### src/rtl/dmem_arb_pkg.sv
`default_nettype none
// +----------------------------------------------------------------------------
// | dmem_arb_pkg : shared types and constants for the data-memory arbiter
// | Revision     : 1.0
// +----------------------------------------------------------------------------
package dmem_arb_pkg;

   typedef enum logic [1:0] {
      IDLE   = 2'd0,
      ACCESS = 2'd1,
      DONE   = 2'd2
   } state_e;

   typedef enum logic {
      GNT_P = 1'b0,
      GNT_L = 1'b1
   } gnt_e;

   localparam int DEFAULT_LAT = 2;

   // A one-cycle memory still needs a 1-bit counter.
   function automatic int cnt_width(input int lat);
      return (lat > 1) ? $clog2(lat) : 1;
   endfunction

endpackage
`default_nettype wire

### src/rtl/dmem_rr_arbiter.sv
`default_nettype none
// +----------------------------------------------------------------------------
// | dmem_rr_arbiter : two-way round-robin arbiter, bit 0 = pipeline, bit 1 = loader
// | Revision        : 1.0
// +----------------------------------------------------------------------------
module dmem_rr_arbiter
   import dmem_arb_pkg::*;
(
   input  logic [1:0] i_req,
   input  gnt_e       i_last,
   output logic [1:0] o_gnt,
   output logic       o_gnt_valid
);

   always_comb begin
      o_gnt = 2'b00;
      case (i_req)
         2'b01:   o_gnt = 2'b01;
         2'b10:   o_gnt = 2'b10;
         // On a tie the requester that did not win last time goes first.
         2'b11:   o_gnt = (i_last == GNT_L) ? 2'b01 : 2'b10;
         default: o_gnt = 2'b00;
      endcase
   end

   assign o_gnt_valid = |i_req;

endmodule
`default_nettype wire

### src/rtl/dmem_arbiter.sv
`default_nettype none
// +----------------------------------------------------------------------------
// | dmem_arbiter : shares the single-port MEM-stage data memory between the
// |                pipeline and the loader, one fixed-latency access at a time
// | Revision     : 1.0
// +----------------------------------------------------------------------------
module dmem_arbiter
   import dmem_arb_pkg::*;
#(
   parameter int LAT = DEFAULT_LAT,
   parameter int AW  = 32,
   parameter int DW  = 32
)
(
   input  logic          clk,
   input  logic          rst,
   input  logic          p_req,
   input  logic          p_we,
   input  logic [AW-1:0] p_addr,
   input  logic [DW-1:0] p_wdata,
   output logic [DW-1:0] p_rdata,
   output logic          p_done,
   output logic          p_stall,
   input  logic          l_req,
   input  logic          l_we,
   input  logic [AW-1:0] l_addr,
   input  logic [DW-1:0] l_wdata,
   output logic [DW-1:0] l_rdata,
   output logic          l_done,
   output logic [AW-1:0] m_addr,
   output logic [DW-1:0] m_wdata,
   output logic          m_write,
   output logic          m_read,
   input  logic [DW-1:0] m_rdata,
   output logic          busy
);

   localparam int            CW       = cnt_width(LAT);
   localparam logic [CW-1:0] CNT_LAST = CW'(LAT - 1);

   state_e        r_state;
   gnt_e          r_last;
   gnt_e          r_gnt;
   logic [CW-1:0] r_cnt;
   logic [AW-1:0] r_addr;
   logic [DW-1:0] r_wdata;
   logic          r_we;
   logic [DW-1:0] r_p_rdata;
   logic [DW-1:0] r_l_rdata;

   logic [1:0]    w_gnt;
   logic          w_gnt_valid;
   logic          w_access;
   logic          w_last_cycle;

   dmem_rr_arbiter u_rr (
      .i_req       ({l_req, p_req}),
      .i_last      (r_last),
      .o_gnt       (w_gnt),
      .o_gnt_valid (w_gnt_valid)
   );

   assign w_access     = (r_state == ACCESS);
   assign w_last_cycle = (r_cnt == CNT_LAST);

   always_ff @(posedge clk or posedge rst) begin
      if (rst) begin
         r_state   <= IDLE;
         r_last    <= GNT_L;
         r_gnt     <= GNT_P;
         r_cnt     <= '0;
         r_addr    <= '0;
         r_wdata   <= '0;
         r_we      <= 1'b0;
         r_p_rdata <= '0;
         r_l_rdata <= '0;
      end else begin
         case (r_state)
            IDLE: begin
               if (w_gnt_valid) begin
                  r_state <= ACCESS;
                  r_cnt   <= '0;
                  if (w_gnt[0]) begin
                     r_gnt   <= GNT_P;
                     r_last  <= GNT_P;
                     r_addr  <= p_addr;
                     r_wdata <= p_wdata;
                     r_we    <= p_we;
                  end else if (w_gnt[1]) begin
                     r_gnt   <= GNT_L;
                     r_last  <= GNT_L;
                     r_addr  <= l_addr;
                     r_wdata <= l_wdata;
                     r_we    <= l_we;
                  end
               end
            end
            ACCESS: begin
               if (w_last_cycle) begin
                  r_state <= DONE;
                  r_cnt   <= '0;
                  // Read data is only valid on the final access cycle.
                  if (!r_we) begin
                     if (r_gnt == GNT_P) r_p_rdata <= m_rdata;
                     else                r_l_rdata <= m_rdata;
                  end
               end else begin
                  r_cnt <= r_cnt + 1'b1;
               end
            end
            DONE:    r_state <= IDLE;
            default: r_state <= IDLE;
         endcase
      end
   end

   // Strobes decode straight from state so an async reset drops them at once.
   assign m_addr  = w_access ? r_addr  : '0;
   assign m_wdata = w_access ? r_wdata : '0;
   assign m_write = w_access & r_we & (r_cnt == '0);
   assign m_read  = w_access & ~r_we;
   assign busy    = (r_state != IDLE);

   assign p_done  = (r_state == DONE) & (r_gnt == GNT_P);
   assign l_done  = (r_state == DONE) & (r_gnt == GNT_L);
   assign p_rdata = r_p_rdata;
   assign l_rdata = r_l_rdata;
   assign p_stall = p_req & ~p_done;

endmodule
`default_nettype wire
### config.mk
export PLATFORM = sky130hd
export DESIGN_NAME = dmem_arbiter
export DESIGN_NICKNAME = d
export VERILOG_FILES = /design/src/rtl/dmem_arb_pkg.sv /design/src/rtl/dmem_rr_arbiter.sv /design/src/rtl/dmem_arbiter.sv
export SDC_FILE = /design/constraint.sdc
export NUM_CORES = 1
export LEC_CHECK = 0
export ABC_AREA = 1
export CORE_MARGIN = 2
export CORE_UTILIZATION = 35
export DETAILED_ROUTE_END_ITERATION = 10
export GPL_ROUTABILITY_DRIVEN = 0
export HOLD_SLACK_MARGIN = 0.05
export PLACE_DENSITY = 0.7
export SYNTH_ARGS = -nofsm -noshare
export SYNTH_HDL_FRONTEND = slang
export SYNTH_SLANG_ARGS = --single-unit
### constraint.sdc
create_clock -name clk -period 5.1 [get_ports clk]
set_input_delay 0.765 -clock clk [delete_from_list [all_inputs] [get_ports clk]]
set_output_delay 0.765 -clock clk [all_outputs]
set_load 0.01 [all_outputs]
# Word level (Yosys, flattened, before mapping)
# Index checks and enable logic that the tools add are counted.
# W data, S select, Z words.
[totals] out_inout_bits=134 word_cells=55 register_bits=134
[op_classes] addsub=1 n_bitwise=10 n_reduce_logical=10 mux=18 n_eq_ne=7
[op_table] operator="$mux W32" n=6
[op_table] operator="$reduce_and A4 Y1" n=2
[op_table] operator="$and A1 B1 Y1" n=6
[op_table] operator="$eq A2 B2 Y1 const B" n=3
[op_table] operator="$mux W1" n=6
[op_table] operator="$mux W2" n=3
[op_table] operator="$pmux W2 S3" n=1
[op_table] operator="$reduce_bool A2 Y1" n=3
[op_table] operator="$eq A2 B1 Y1 const B" n=2
[op_table] operator="$not A1 Y1" n=4
[op_table] operator="$pmux W2 S2" n=1
[op_table] operator="$reduce_and A2 Y1" n=2
[op_table] operator="$reduce_and A3 Y1" n=1
[op_table] operator="$logic_not A2 Y1" n=1
[op_table] operator="$ne A2 B1 Y1 const B" n=1
[op_table] operator="$ne A2 B2 Y1 const B" n=1
[op_table] operator="$pmux W1 S2" n=1
[op_table] operator="$reduce_or A2 Y1" n=1
[op_table] operator="$add A1 B1 Y1 const B" n=1

# Depth between registers and ports, before layout
[depth] depth_word=4 depth_mapped=8

# By module
# From an unflattened synthesis, not the netlist that was laid out.
[unflattened] hier_cells=954 hier_area_um2=6672.6
[modules_own_cells] mod="dmem_arbiter" cells_each=948 seq_area_each_um2=3354.5 area_each_um2=6645.1 n_inst=1
[modules_own_cells] mod="dmem_rr_arbiter" cells_each=6 seq_area_each_um2=0.0 area_each_um2=27.5 n_inst=1

# Worst setup path before layout
# OpenSTA, ideal clock, no wires.
[synth_timing] path_kind="input port to output port" startpoint="in p_req" endpoint="out p_stall" stages=4 arrival_ps=1285 setup_slack_ps=3050 required_time_ps=4335 path_buffers=2 cell_sequence="buf_2 -> buf_2 -> o21ai_0 -> inv_1"
[synth_between] elab_chain_len=1
[synth_lines] item="start: declaration" line_no="dmem_arbiter.sv:17" rtl="input logic p_req,"
[synth_lines] item="$and A1 B1 Y1" line_no="dmem_arbiter.sv:128" rtl="assign p_stall = p_req & ~p_done;"
[synth_lines] item="end: declaration" line_no="dmem_arbiter.sv:23" rtl="output logic p_stall,"
# No other way between the ends.

# Worst setup path in the final report
[layout_timing] startpoint="reg r_state[0]" endpoint="out m_addr[7]"
[layout_between] elab_chain_len=2
[layout_lines] item="start: declaration" line_no="dmem_arbiter.sv:41" rtl="state_e r_state;"
[layout_lines] item="start signal: assignment" line_no="dmem_arbiter.sv:68" rtl="r_state <= IDLE;"
[layout_lines] item="start signal: assignment" line_no="dmem_arbiter.sv:81" rtl="r_state <= ACCESS;"
[layout_lines] item="start signal: assignment" line_no="dmem_arbiter.sv:100" rtl="r_state <= DONE;"
[layout_lines] item="$eq A2 B1 Y1" line_no="dmem_arbiter.sv:63" rtl="assign w_access = (r_state == ACCESS);"
[layout_lines] item="$mux W32" line_no="dmem_arbiter.sv:118" rtl="assign m_addr = w_access ? r_addr : '0;"
[layout_lines] item="end: declaration" line_no="dmem_arbiter.sv:30" rtl="output logic [AW-1:0] m_addr,"
# No other way between the ends.

==> impl_metrics.json <==
{
  "grt_pass1_vias": 6601,
  "critPathLaunchType": "flip-flop",
  "wl_per_cell_um": 14.1,
  "internal_power_mw": 3.74,
  "clkPwrFrac_pct": 19.7,
  "r2r_start": "r_state[1]",
  "fin_nets": 1403,
  "die_w_um": 143,
  "worst_r2r_path_depth": 3,
  "r2r_end": "p_rdata[15]",
  "core_area_um2": 18900,
  "dr.pass1.iters": 5,
  "relSlewSlack_pct": 23.8,
  "crit_path_end": "m_addr[7]",
  "seq_power_share_pct": 31.4,
  "max-cap-violations": 0,
  "fin_util_pct": 55.6,
  "pin_count": 300,
  "gr-max-usage-layer": "met2",
  "ff_latch_area_um2": 3350,
  "powerDensity_nw_per_um2": 579,
  "grt_pass1_wl_mm": 34.0,
  "p_sw_share_pct": 38.5,
  "final_cell_mix": "clkdlybuf4s50_1, nand2_1, inv_1, dfrtp_1, nand3_1",
  "status": "complete, no violations",
  "seq_area_frac_synth_pct": 49.4,
  "rrSetupSlack_ns": 2.91,
  "clock_path_buffers": 2,
  "synthCells": 966,
  "use_met2_pct": 36.0,
  "dieArea_um2": 20500,
  "dp_hpwl_mm": 14.4,
  "grt_start_max_net_pins": 108,
  "syn2layout_area_growth_pct": 54.6,
  "post-route-min-period_ns": 3.31,
  "cts_made_buffers": 17,
  "synth.cell_area_um2": 6790,
  "cp.arrival_ns": 2.55,
  "fin_crit_sh_pct": 64.9,
  "dp_slack_ns": 2.14,
  "cts-resized-gates": 0,
  "synth_seq_cells": 134,
  "drive_gt1_share_pct": 4.00,
  "synth_warnings": 0,
  "worstSkewPairLatency_ns": 0.42,
  "hold_slack_ns": 0.477,
  "finalPower_mw": 6.07,
  "grt_antenna_before_repair": 0,
  "crit_path_start": "r_state[0]",
  "p_leak_nw": 5.55,
  "power_frac_comb_pct": 48.9,
  "max_freq_ghz": 0.302,
  "port_buffers": 299,
  "met1_usage_pct": 26.8,
  "postCtsSetupBuffers": 0,
  "avgSynthCellArea_um2": 7.03,
  "via_per_inst": 4.38,
  "finalSetupTns_ns": 0,
  "die_h_um": 143,
  "cts_root_buf": "clkbuf_16",
  "multi_input_comb_area_um2": 2310,
  "grt_remaining_overflow": 0,
  "num_antenna_cells": 0,
  "worst_slack_ns": 1.79,
  "fillCellCount": 1821,
  "irDropWorstVdd_mv": 0.272,
  "setup_viol": 0,
  "p_sw_mw": 2.34,
  "clkSlewWorstSetupHoldPaths_ns": 0.06,
  "fin_skew_ns": 0.0130,
  "crit_fanout": 55,
  "hold_buffers": 0,
  "totalWireLength_mm": 21.3,
  "num_rows": 50,
  "cts_max_level": 4,
  "hold_violations": 0,
  "initial_core_util_pct": 36.0,
  "tightest_slew_ns": 1.14,
  "drv_slew": 0,
  "rsz0062_at_grt": "no",
  "endpoint_kind": "primary output",
  "syn-num-nets": 1132,
  "met3_usage_pct": 4.13,
  "synth_cell_type_count": 17,
  "cts.sinks": 134,
  "cts_tree": "built",
  "required_ns": 4.34,
  "via_count": 6617,
  "grt_use_total_pct": 21.1,
  "final_common_cell": "clkdlybuf4s50_1",
  "antenna_left": 0,
  "drt-initial-drc-count": 358,
  "hold_class": "reg2reg",
  "worstSetupPathType": "reg2out",
  "drc": 0
}
## synth_stat cells
cell	number	area, um^2
o21ai_0	63	315
nand2_1	268	1010
inv_2	1	3.75
nor2_4	1	11.3
inv_1	236	886
buf_2	27	135
dfrtp_1	133	3330
o21ai_1	4	20.0
buf_4	3	22.5
a21oi_1	1	5.00
nor2_1	71	267
buf_1	2	7.51
nand3_1	130	651
clkbuf_1	22	82.6
nor2_2	1	6.26
dfstp_2	1	26.3
nand3_2	2	20.0
## power groups by stage
stage	Sequential (mW)	Combinational (mW)	Clock, mW
after floorplan	1.99	1.36	0
after global placement	1.89	2.97	0
after detailed placement	1.91	3.01	0
after CTS	1.90	3.02	1.23
after global routing	1.97	3.29	1.28
final	1.91	2.97	1.20
## registers in the layout (all words and copies together) (netlist names)
name and count:
r_wdata 32, l_rdata 32, r_addr 32, r_state 2, r_gnt 1, r_we 1
p_rdata 32, r_cnt 1, r_last 1
## area by class of cell
class | instances | area share [%]
clock buffers | 18 | 4.18
clock inverters | 14 | 1.32
inverters | 237 | 8.52
multi-input cells | 541 | 22.0
flip-flops and latches | 134 | 32.0
well taps | 260 | 3.10
repair buffers | 306 | 29.0
## cell families (layout without fill, tap and decap cells)
logic type / count (synthesis) / in the layout / synth area share (%)
AND/OR/NAND/NOR: 473 / 473 / 28.9
flip-flops: 134 / 134 / 49.4
buffers and inverters: 291 / 575 / 16.7
AO/OA/AOI/OAI: 68 / 68 / 5.01
## per-stage QoR
stage | cell area [um^2] | std cells
after floorplan | 6790 | 966
after global placement | 9920 | 1478
after detailed placement | 9920 | 1478
after CTS | 10500 | 1510
after global routing | 10500 | 1510
final | 10500 | 1510
## layer usage
layer,up-vias,wire (um)
li1,3376,-
met1,3011,9270
met2,200,10400
met3,30,1130
met4,0,526
met5,-,0
## worst min-delay path by stage
stage                start           to  depth (start not counted)
2_1_floorplan    r_addr[0]    r_addr[0]                          2
3_3_place_gp   r_wdata[13]  r_wdata[13]                          2
3_5_place_dp   r_wdata[29]  r_wdata[29]                          2
4_1_cts         r_wdata[9]   r_wdata[9]                          2
5_1_grt         r_wdata[1]   r_wdata[1]                          2
6_report        r_addr[11]   r_addr[11]                          2
## worst max-delay path, cell delays in order (launching register included)
cell             delay, ns
dfrtp_1               0.35
inv_1                 0.09
nor2_2                0.07
inv_2                 0.70
buf_4                 0.35
nor2_1                0.08
clkdlybuf4s50_1       0.48
No activity file was read; power rests on OpenSTA's default activity.
